File: config.mk
export PLATFORM = sky130hd
export DESIGN_NAME = stream_fifo
export DESIGN_NICKNAME = d
export VERILOG_FILES = /design/src/rtl/stream_fifo_pkg.sv /design/src/rtl/fifo_wrap_ptr.sv /design/src/rtl/stream_fifo.sv
export SDC_FILE = /design/constraint.sdc
export NUM_CORES = 1
export LEC_CHECK = 0
export ABC_AREA = 0
export CORE_MARGIN = 3
export CORE_UTILIZATION = 56
export CTS_BUF_LIST = sky130_fd_sc_hd__clkbuf_4
export DETAILED_ROUTE_END_ITERATION = 7
export HOLD_SLACK_MARGIN = 0.08
export PLACE_DENSITY = 0.83
export SLEW_MARGIN = 20
export SYNTH_ARGS = -nofsm -noshare
export SYNTH_HDL_FRONTEND = slang
export SYNTH_SLANG_ARGS = --single-unit
File: constraint.sdc
create_clock -name clk -period 4.55 [get_ports clk]
set_clock_uncertainty 0.05 [all_clocks]
set_input_delay 0.455 -clock clk [delete_from_list [all_inputs] [get_ports clk]]
set_output_delay 0.455 -clock clk [all_outputs]
set_load 0.03 [all_outputs]
File: src/rtl/stream_fifo_pkg.sv
// -----------------------------------------------------------------------------
// stream_fifo_pkg
// Shared width helpers for stream_fifo and its pointer sub-module.
//   ptr_w(depth) : bits needed for a pointer that ranges over 0..depth-1
//   cnt_w(depth) : bits needed for an occupancy count that ranges over 0..depth
// -----------------------------------------------------------------------------
package stream_fifo_pkg;

   function automatic int ptr_w(input int depth);
      return $clog2(depth);
   endfunction

   function automatic int cnt_w(input int depth);
      return $clog2(depth + 1);
   endfunction

endpackage

File: src/rtl/fifo_wrap_ptr.sv
// -----------------------------------------------------------------------------
// fifo_wrap_ptr
// Modulo-DEPTH pointer register. It advances by one when adv is high. At
// DEPTH-1 it wraps to 0, so it never holds a value of DEPTH or more, even
// when DEPTH is not a power of two.
// Ports:
//   clk  : clock, rising edge
//   rst  : synchronous active-high reset, clears the pointer to 0
//   adv  : advance enable
//   ptr  : current pointer value
// -----------------------------------------------------------------------------
module fifo_wrap_ptr
   import stream_fifo_pkg::*;
#(
   parameter int DEPTH = 123
) (
   input  logic                      clk,
   input  logic                      rst,
   input  logic                      adv,
   output logic [ptr_w(DEPTH)-1:0]   ptr
);

   localparam int PW = ptr_w(DEPTH);

   logic [PW-1:0] ptr_q;
   logic [PW-1:0] ptr_d;

   always_comb begin
      ptr_d = ptr_q;
      if (adv) begin
         if (int'(ptr_q) == DEPTH - 1) begin
            ptr_d = '0;
         end else begin
            ptr_d = ptr_q + PW'(1);
         end
      end
   end

   always_ff @(posedge clk) begin
      if (rst) begin
         ptr_q <= '0;
      end else begin
         ptr_q <= ptr_d;
      end
   end

   assign ptr = ptr_q;

endmodule

File: src/rtl/stream_fifo.sv
// -----------------------------------------------------------------------------
// stream_fifo
// Synchronous valid/ready FIFO of arbitrary depth (DEPTH need not be a power
// of two). The read is combinational from the registered read pointer, so a
// word pushed at edge N can be popped in the cycle after N. There is no
// in-to-out bypass, and in_ready does not depend on out_ready.
//
// Ports:
//   clk, rst            : clock and synchronous active-high reset
//   in_valid/in_ready   : producer handshake, in_data is the write word
//   out_valid/out_ready : consumer handshake, out_data is the oldest word
//                         (all-zero while empty)
//   count               : number of stored words, 0..DEPTH
//
// Optional build macro STREAM_FIFO_LEVEL_FLAGS_EN adds two registered flags:
//   almost_full  = (count >= AF_LEVEL), cleared to 0 by reset
//   almost_empty = (count <= AE_LEVEL), set to 1 by reset
// Without the macro these ports do not exist, and AF_LEVEL and AE_LEVEL only
// take part in the elaboration sanity check below.
// -----------------------------------------------------------------------------
module stream_fifo
   import stream_fifo_pkg::*;
#(
   parameter int WIDTH    = 8,
   parameter int DEPTH    = 123,
   parameter int AF_LEVEL = DEPTH - 4,
   parameter int AE_LEVEL = 4
) (
   input  logic                     clk,
   input  logic                     rst,
   input  logic                     in_valid,
   output logic                     in_ready,
   input  logic [WIDTH-1:0]         in_data,
   output logic                     out_valid,
   input  logic                     out_ready,
   output logic [WIDTH-1:0]         out_data,
`ifdef STREAM_FIFO_LEVEL_FLAGS_EN
   output logic                     almost_full,
   output logic                     almost_empty,
`endif
   output logic [cnt_w(DEPTH)-1:0]  count
);

   localparam int PW = ptr_w(DEPTH);
   localparam int CW = cnt_w(DEPTH);

   // A threshold above DEPTH would never fire, and one at or above DEPTH for
   // almost-empty would always fire. Both are treated as configuration errors.
   if (DEPTH < 2 || DEPTH > 4096 || AF_LEVEL > DEPTH || AE_LEVEL >= DEPTH) begin : g_bad_cfg
      $error("stream_fifo: illegal DEPTH or level thresholds");
   end

   logic [WIDTH-1:0] mem [DEPTH];

   logic [PW-1:0] wr_ptr;
   logic [PW-1:0] rd_ptr;
   logic [CW-1:0] count_q;
   logic [CW-1:0] count_d;
   logic          push;
   logic          pop;

   // Full blocks a push even when a pop happens in the same cycle. This keeps
   // out_ready out of the in_ready path.
   assign in_ready  = !rst && (int'(count_q) < DEPTH);
   assign out_valid = (count_q != '0);
   assign push      = in_valid && in_ready;
   assign pop       = out_valid && out_ready;
   assign out_data  = out_valid ? mem[rd_ptr] : '0;
   assign count     = count_q;

   fifo_wrap_ptr #(.DEPTH(DEPTH)) u_wr_ptr (
      .clk (clk),
      .rst (rst),
      .adv (push),
      .ptr (wr_ptr)
   );

   fifo_wrap_ptr #(.DEPTH(DEPTH)) u_rd_ptr (
      .clk (clk),
      .rst (rst),
      .adv (pop),
      .ptr (rd_ptr)
   );

   // Storage is intentionally not reset. The pointers and count define what is valid.
   always_ff @(posedge clk) begin
      if (push) begin
         mem[wr_ptr] <= in_data;
      end
   end

   always_comb begin
      count_d = count_q;
      unique case ({push, pop})
         2'b10:   count_d = count_q + CW'(1);
         2'b01:   count_d = count_q - CW'(1);
         default: count_d = count_q;
      endcase
   end

   always_ff @(posedge clk) begin
      if (rst) begin
         count_q <= '0;
      end else begin
         count_q <= count_d;
      end
   end

`ifdef STREAM_FIFO_LEVEL_FLAGS_EN
   logic af_q;
   logic ae_q;

   // Flags are computed from count_d so that they change on the same edge as count.
   always_ff @(posedge clk) begin
      if (rst) begin
         af_q <= 1'b0;
         ae_q <= 1'b1;
      end else begin
         af_q <= (int'(count_d) >= AF_LEVEL);
         ae_q <= (int'(count_d) <= AE_LEVEL);
      end
   end

   assign almost_full  = af_q;
   assign almost_empty = ae_q;
`endif

endmodule
### Yosys cells after proc, flatten, opt, wreduce, memory -nomap -nowiden

Memories as Yosys holds them, arrays and structs flattened. A register that Yosys moved wholly into a read port is not among the register bits.
Cells that the tools add are included.

* add/sub/neg operators: 4
* multiply operators: 0
* divide/modulo/power cells: 0
* $lt $le $gt $ge: 1
* eq/ne operators: 4
* shift operators: 0
* multiplexer cells: 8
* bitwise operators: 0
* reductions and logical operators: 6

Operator list (count)
* two-way mux 7 bit: 4
* adder 7 x 1 -> 7 bit, second input constant: 3
* == test 7 x 4 -> 1 bit, second input constant: 2
* case mux 7 bit (2 select lines): 1
* two-way mux 8 bit: 1
* < comparator 7 bit, second input constant: 1
* nonzero test 7 bit: 1
* subtractor 7 x 1 -> 7 bit, second input constant: 1
* logical AND 1 bit: 3
* == test 2 x 1 -> 1 bit, second input constant: 1
* == test 2 bit, second input constant: 1
* two-way mux 1 bit: 2
* nonzero test 2 bit: 1
* zero test 1 bit: 1

* register bits after elaboration: 21
* bits in latches: 0
* bits in writable memories: 984
* bits in read-only memories: 0
* input port bits: 12
* output and inout bits: 17
* memories kept: 1

Memories
* mem: depth 123, width 8, rd ports 1, clocked after memory_dff 1, write ports 1, line stream_fifo.sv:53 `logic [WIDTH-1:0] mem [DEPTH];`

### Depth between registers and ports, before layout

Gate-level depths: netlist of run 1.

* word-level depth: 5
* gate-level depth with buffers: 15
* mapped depth without buffers: 12

### By module

A second synthesis of run 1 with hierarchy kept.

* cells, all modules: 1933
* area, all modules: 39834.5 sq um

Modules (own cells, without submodules)
* stream_fifo: times used 1, cells an instance 1855, area an instance 39111.3 sq um
* fifo_wrap_ptr: times used 2, cells an instance 39, area an instance 361.6 sq um

### Worst setup path before layout of run 1

OpenSTA, ideal clock, no wires.

* kind: reg2reg
* start point: register count_q[3], in the netlist count[3]
* end point: register count_q[6], in the netlist count[6]
* library setup time: 121 ps
* data arrival time: 3722 ps
* required time: 4379 ps
* slack: 657 ps
* stages on the path, launching flop included: 15
* path buffers: 3
* clock period less this slack: 3893 ps
* cells stage by stage: dfxtp_1 > clkbuf_1 > nor4_1 > a21boi_1 > ha_1 > clkbuf_1 > clkbuf_1 > xor2_1 > ha_1 > a21oi_1 > nor4b_1 > a221oi_1 > or3_1 > a31oi_1 > mux2_2

* cells in the longest elaborated chain, start to end: 5
* elaborated cells between the ends (all ways): 11
* classes of those cells: 2 x add/sub; 1 x order compare; 2 x eq/ne; 1 x mux; 5 x reduce/logical

Ends and longest elaborated chain
* start, declared: line stream_fifo.sv:57 `logic [CW-1:0] count_q;`
* start signal, assigned: line stream_fifo.sv:105 `count_q <= count_d;`
* < comparator 7 bit: line stream_fifo.sv:64 `assign in_ready = !rst && (int'(count_q) < DEPTH);`
* logical AND 1 bit: line stream_fifo.sv:64
* logical AND 1 bit: line stream_fifo.sv:66 `assign push = in_valid && in_ready;`
* == test 2 x 1 -> 1 bit / == test 2 bit (equally long branches): line stream_fifo.sv:94 `unique case ({push, pop})`
* case mux 7 bit (2 select lines) / nonzero test 2 bit (equally long branches)

Parallel ways exist; a longest one is shown, timed or not.
A chain may end at the register's enable or synchronous reset.

==> impl_metrics.ini, run 1 <==
[final_layout]
fin_nets = 2276
area.growth.synth_to_final_pct = 14.4
fillCellCount = 4314
final_cells = 3396
final_core_util = 0.648
drive_above_1_share = 0.337

[setup_path]
crit_arrival_ns = 4.05
cp_slowest_stage_delay_ns = 0.51
path_max_fanout = 10
start_kind = register
reg2reg_depth = 12
crit_type = reg -> out
crit_required_ns = 4.05
path_cells = buf_12 > bufbuf_16 > nand2b_1 > o22ai_1 > o41ai_1 > o21ai_0 > a211oi_2 > a2bb2oi_2 > clkbuf_2
critPathCaptureType = primary output
crit_slowest_cell = o41ai_1

[synth]
synth_top_area_frac = 0.742
ys_async_sr_fraction = 0
ys_top_cells_by_area = edfxtp_1 (74%), mux4_2 (14%), mux2i_1 (2.0%), nor2_1 (1.6%), dfxtp_1 (1.4%)
synthDistinctLibCells = 61
avgSynthCellArea_um2 = 20.2
netlist_area_um2 = 39800
ys.flop_type = edfxtp_1
ys_warn_count = 0
syn-num-nets = 1985
synth_edf_count = 984
synth_seq_area_share = 0.756
ys_ff_latch = 1012
yosysTopAreaCell = edfxtp_1
synth_cells = 1966

[sta]
timing_hold_violations_final = 0
tightest_slew_ns = 1.02
worst_slack_ns = -0.000584
rsz0062_at_grt = yes
max_freq_mhz = 220
final-setup-viol-count = 1
slew_headroom = 0.321
whs_ns = 0.275
finalMaxSlewViolations = 0
fin_crit_sh = 1.00
period_minus_slack_ns = 4.55

[die]
die_w_um = 273
pin_count = 29
floorplan.initialDensity = 0.567
rows = 97
coreArea_um2 = 70300
die_h_um = 273
dieArea_um2 = 74300

[clock_tree]
numCtsBuffers = 232
htree_levels = 4
cts_tree = yes
worstSkewPairLatency_ns = 1.09
clock_sinks = 1012
cts.reportedPaths.clkPinSlew_ns = 0.07
clock-root-buffer = clkbuf_4
cts_max_path_buffers = 3

[placement]
dp_hpwl_um = 57400
placed_cells = 2912
place_ws_ns = 0.110
gp_congestion = 0.872
portBuffers = 28

[outcome]
status = finished with violations
violations = negative setup slack

[power_and_ir_drop]
power_mw = 22.7
power.density_nw_per_um2 = 499
ir_drop_mv = 0.408
p_leak_nw = 14.4

[routing]
drtAntennaViolNets = 0
vias = 21800
via_per_inst = 6.43
drt_iter0_markers = 2984
post-route-drc-count = 0
finalWirelength_um = 97500
wl_per_cell_um = 28.7
first_pass_iters = 7

[flow_run]
cap_violations = 0

[global_routing]
grt_max_degree = 124
grt_antenna_before_repair = 2
grt_first_pass_wirelength_um = 144000
grt_pass1_vias = 22400
grt_usage = 0.267
grt-ovfl-total = 0

[worst_hold_path]
whs_path_depth = 5
hold_path_class = in -> reg
-- flip-flops by register name, summed over array words and instances (netlist names), named ones only --
| register | count |
|---|---|
| u_wr_ptr.ptr | 7 |
| count | 7 |
| mem | 984 |
| u_rd_ptr.ptr | 7 |
-- synth_stat cells, types with 18 or more instances --
library cell	instances
buf_2	30
a21oi_1	18
o21ai_0	29
nand2_1	54
mux4_2	241
edfxtp_1	984
nor3_1	18
mux2i_1	79
nand3_1	18
clkbuf_1	47
a211oi_1	18
dfxtp_1	28
nor2_1	168
-- worst max-delay path: cells and delay by family (launching register included) --
| kind | cells | cell delay (ns) |
|---|---|---|
| flops | 1 | 0.38 |
| simple gates | 1 | 0.26 |
| buf+inv | 3 | 0.73 |
| compound gates | 5 | 1.58 |
-- report_power, final --
part | switching, mW | leakage, nW | total [mW] | internal [mW]
Combinational | 2.75 | 3.53 | 5.09 | 2.34
Clock | 3.57 | 1.83 | 7.29 | 3.72
Sequential | 0.0927 | 9.07 | 10.4 | 10.3
-- layout make-up --
class	count	area, um2	share of cell area
inverter	9	38.8	0.000852
multi-input combinational	831	9250	0.203
tap	940	1180	0.0258
clock inverter	80	452	0.00992
timing repair buffer	171	1860	0.0408
clock buffer	351	2640	0.0579
antenna	2	5.00	0.000110
sequential	1012	30100	0.662
-- repair_timing --
item                                    CTS  global route
buffers inserted                         25            12
endpoints found under the setup margin    8             8
hold endpoints to repair                583             0
pin swaps                                 3             3
hold buffers                              9             0
resized for setup                        67            22
gates cloned                              4             1
-- path summary, 6_finish.rpt --
check                  startpoint     endpoint  slack (ns)
setup / recovery         register  out_data[6]     -0.0006
hold / removal          out_ready     register        0.28
setup reg to reg         count[1]     count[6]        0.82
hold reg to reg   u_rd_ptr.ptr[5]     register        0.48
-- cells by family after synthesis --
family,synth area share
AO/OA/AOI/OAI,0.0250
XOR/XNOR,0.00374
adder cells (fa/ha/maj),0.00220
buffers and inverters,0.0165
flip-flops,0.756
multiplexers,0.160
AND/OR/NAND/NOR,0.0366
-- placed cells by master (no fill, tap or decap), types with 12 or more instances in the layout --
cell,count
a21oi_1,18
a31oi_1,12
buf_12,18
buf_4,105
clkbuf_4,351
clkdlybuf4s50_1,12
clkinv_1,54
dfxtp_1,23
edfxtp_1,984
mux2_2,12
mux2i_1,72
mux4_2,241
nand2_1,54
nand3_1,18
nor2_1,166
nor2b_1,12
nor3_1,16
o21ai_0,27
o22ai_1,14
xor2_1,12
-- layer usage --
layer,up-vias,routed length (um),global-route usage
li1,8849,-,-
met4,0,4510,0.128
met5,-,0,0
met3,345,12100,0.0839
met2,1686,47700,0.422
met1,11000,33200,0.340
-- through the flow --
stage | area (um2) | TNS, ns
after CTS | 45300 | -0.0199
after detailed placement | 41500 | 0
after global placement | 41500 | 0
after global routing | 45500 | -0.222
final | 45500 | -0.000584
after floorplan | 39800 | 0
(Power assumes the default switching activity.)
==> run 2: changes to the inputs <==
RECOVER_POWER = 50   (was default)
==> run 2 against run 1 <==
Compared with the run above:
- the flow finishes with violations (max-capacitance violations, max-slew violations)
- cell area shrank 0.13%
- routed wire length decreased by 0.16%
- maximum frequency grew 0.56%
- setup slack gained 0.025 ns
- highest routed layer unchanged
==> impl_metrics.ini, run 2 (synthesis gave the netlist of run 1 again) <==
[sta]
fin_crit_sh = 0.995
max_freq_mhz = 221
tns_ns = 0
timing_hold_violations_final = 0
period_minus_slack_ns = 4.53
worst_slack_ns = 0.0245
tightest_slew_ns = 4.18
slew_headroom = -1.79
finalMaxSlewViolations = 727
final-setup-viol-count = 0
rsz0062_at_grt = yes

[worst_hold_path]
hold_path_class = in -> reg

[flow_run]
cap_violations = 9

[clock_tree]
clock-root-buffer = clkbuf_4
cts.reportedPaths.clkPinSlew_ns = 0.06
htree_levels = 4
clock_sinks = 1012
numCtsBuffers = 232
worstSkewPairLatency_ns = 1.09
cts_max_path_buffers = 3
cts_tree = yes

[setup_path]
path_max_fanout = 10
critPathCaptureType = primary output
crit_required_ns = 4.05
start_kind = register
r2r_slack_ns = 0.59
crit_type = reg -> out
crit_arrival_ns = 4.02

[outcome]
status = finished with violations
violations = max-capacitance violations, max-slew violations

[final_layout]
final_common_cell = edfxtp_1
area.growth.synth_to_final_pct = 14.2
final_cells = 3396
final_cell_mix = edfxtp_1 (984), clkbuf_4 (351), mux4_2 (241)
largest_reg_flops = 984
largest-register = mem
drive_above_1_share = 0.333
fin_nets = 2276

[placement]
placed_cells = 2912
gp_congestion = 0.872
place_ws_ns = 0.110
dp_hpwl_um = 57400
portBuffers = 28

[global_routing]
grt_first_pass_wirelength_um = 144000
grt_pass1_vias = 22400
grt-ovfl-total = 0
grt_max_degree = 124
grt_usage = 0.267
grt_antenna_before_repair = 2

[routing]
first_pass_iters = 7
vias = 21900
wl_per_cell_um = 28.7
drt_iter0_markers = 2839
via_per_inst = 6.44
drtAntennaViolNets = 0
finalWirelength_um = 97300
post-route-drc-count = 0

[die]
dieArea_um2 = 74300
floorplan.initialDensity = 0.567
coreArea_um2 = 70300
die_h_um = 273
pin_count = 29
die_w_um = 273
rows = 97

[power_and_ir_drop]
power.density_nw_per_um2 = 500
p_leak_nw = 14.4
ir_drop_mv = 0.409
==> run 2: power breakdown <==
group / switching (mW) / internal (mW)
sequential: 0.0921 / 10.3
clock: 3.57 / 3.72
combinational: 2.75 / 2.33
total: 6.41 / 16.3
==> run 2: path summary, 6_finish.rpt <==
path	startpoint	end	cells past startpoint
setup / recovery	register	out_data[6]	9
hold / removal	in_valid	u_wr_ptr.ptr[1]	6
setup reg to reg	count[3]	count[6]	12
hold reg to reg	u_rd_ptr.ptr[5]	register	2
==> run 2: layer usage <==
metal	track usage	part of all wire	up-vias
li1	-	-	8866
met4	0.128	0.046	0
met1	0.340	0.33	10900
met5	0	0	-
met2	0.422	0.49	1780
met3	0.0839	0.13	333
==> run 2: cell type report <==
cell class                 instances  area (um2)
antenna                            2        5.00
clock buffer                     351        2640
clock inverter                    80         452
fill                            4333       24800
inverter                           9        38.8
multi-input combinational        831        9250
sequential                      1012       30100
tap                              940        1180
timing repair buffer             171        1800
==> run 2: critical path: stages, from the launching register on <==
cell and delay [ns]:
dfxtp_4 0.38, buf_12 0.16, bufbuf_16 0.30, nand2b_1 0.26, o22ai_1 0.17, o41ai_1 0.50, o21ai_0 0.21, a211oi_2 0.39
a2bb2oi_2 0.28, clkbuf_2 0.27
==> run 2: metrics by stage <==
step	instance area [um2]	hold slack, ns	power [mW]	utilization
after CTS	45300	0.154	22.6	0.645
after detailed placement	41500	0.481	15.0	0.591
after global placement	41500	0.442	14.9	0.591
after global routing	45500	0.253	23.5	0.647
after floorplan	39800	0.423	13.5	-
final	45500	0.279	22.7	0.647
==> run 2: repair_timing <==
action / CTS / global route
resized for setup: 67 / 22
setup endpoints to repair: 8 / 8
gates cloned: 4 / 1
buffers inserted: 25 / 12
pin swaps: 3 / 3
hold buffers: 9 / 0
endpoints found under the hold margin: 583 / 0
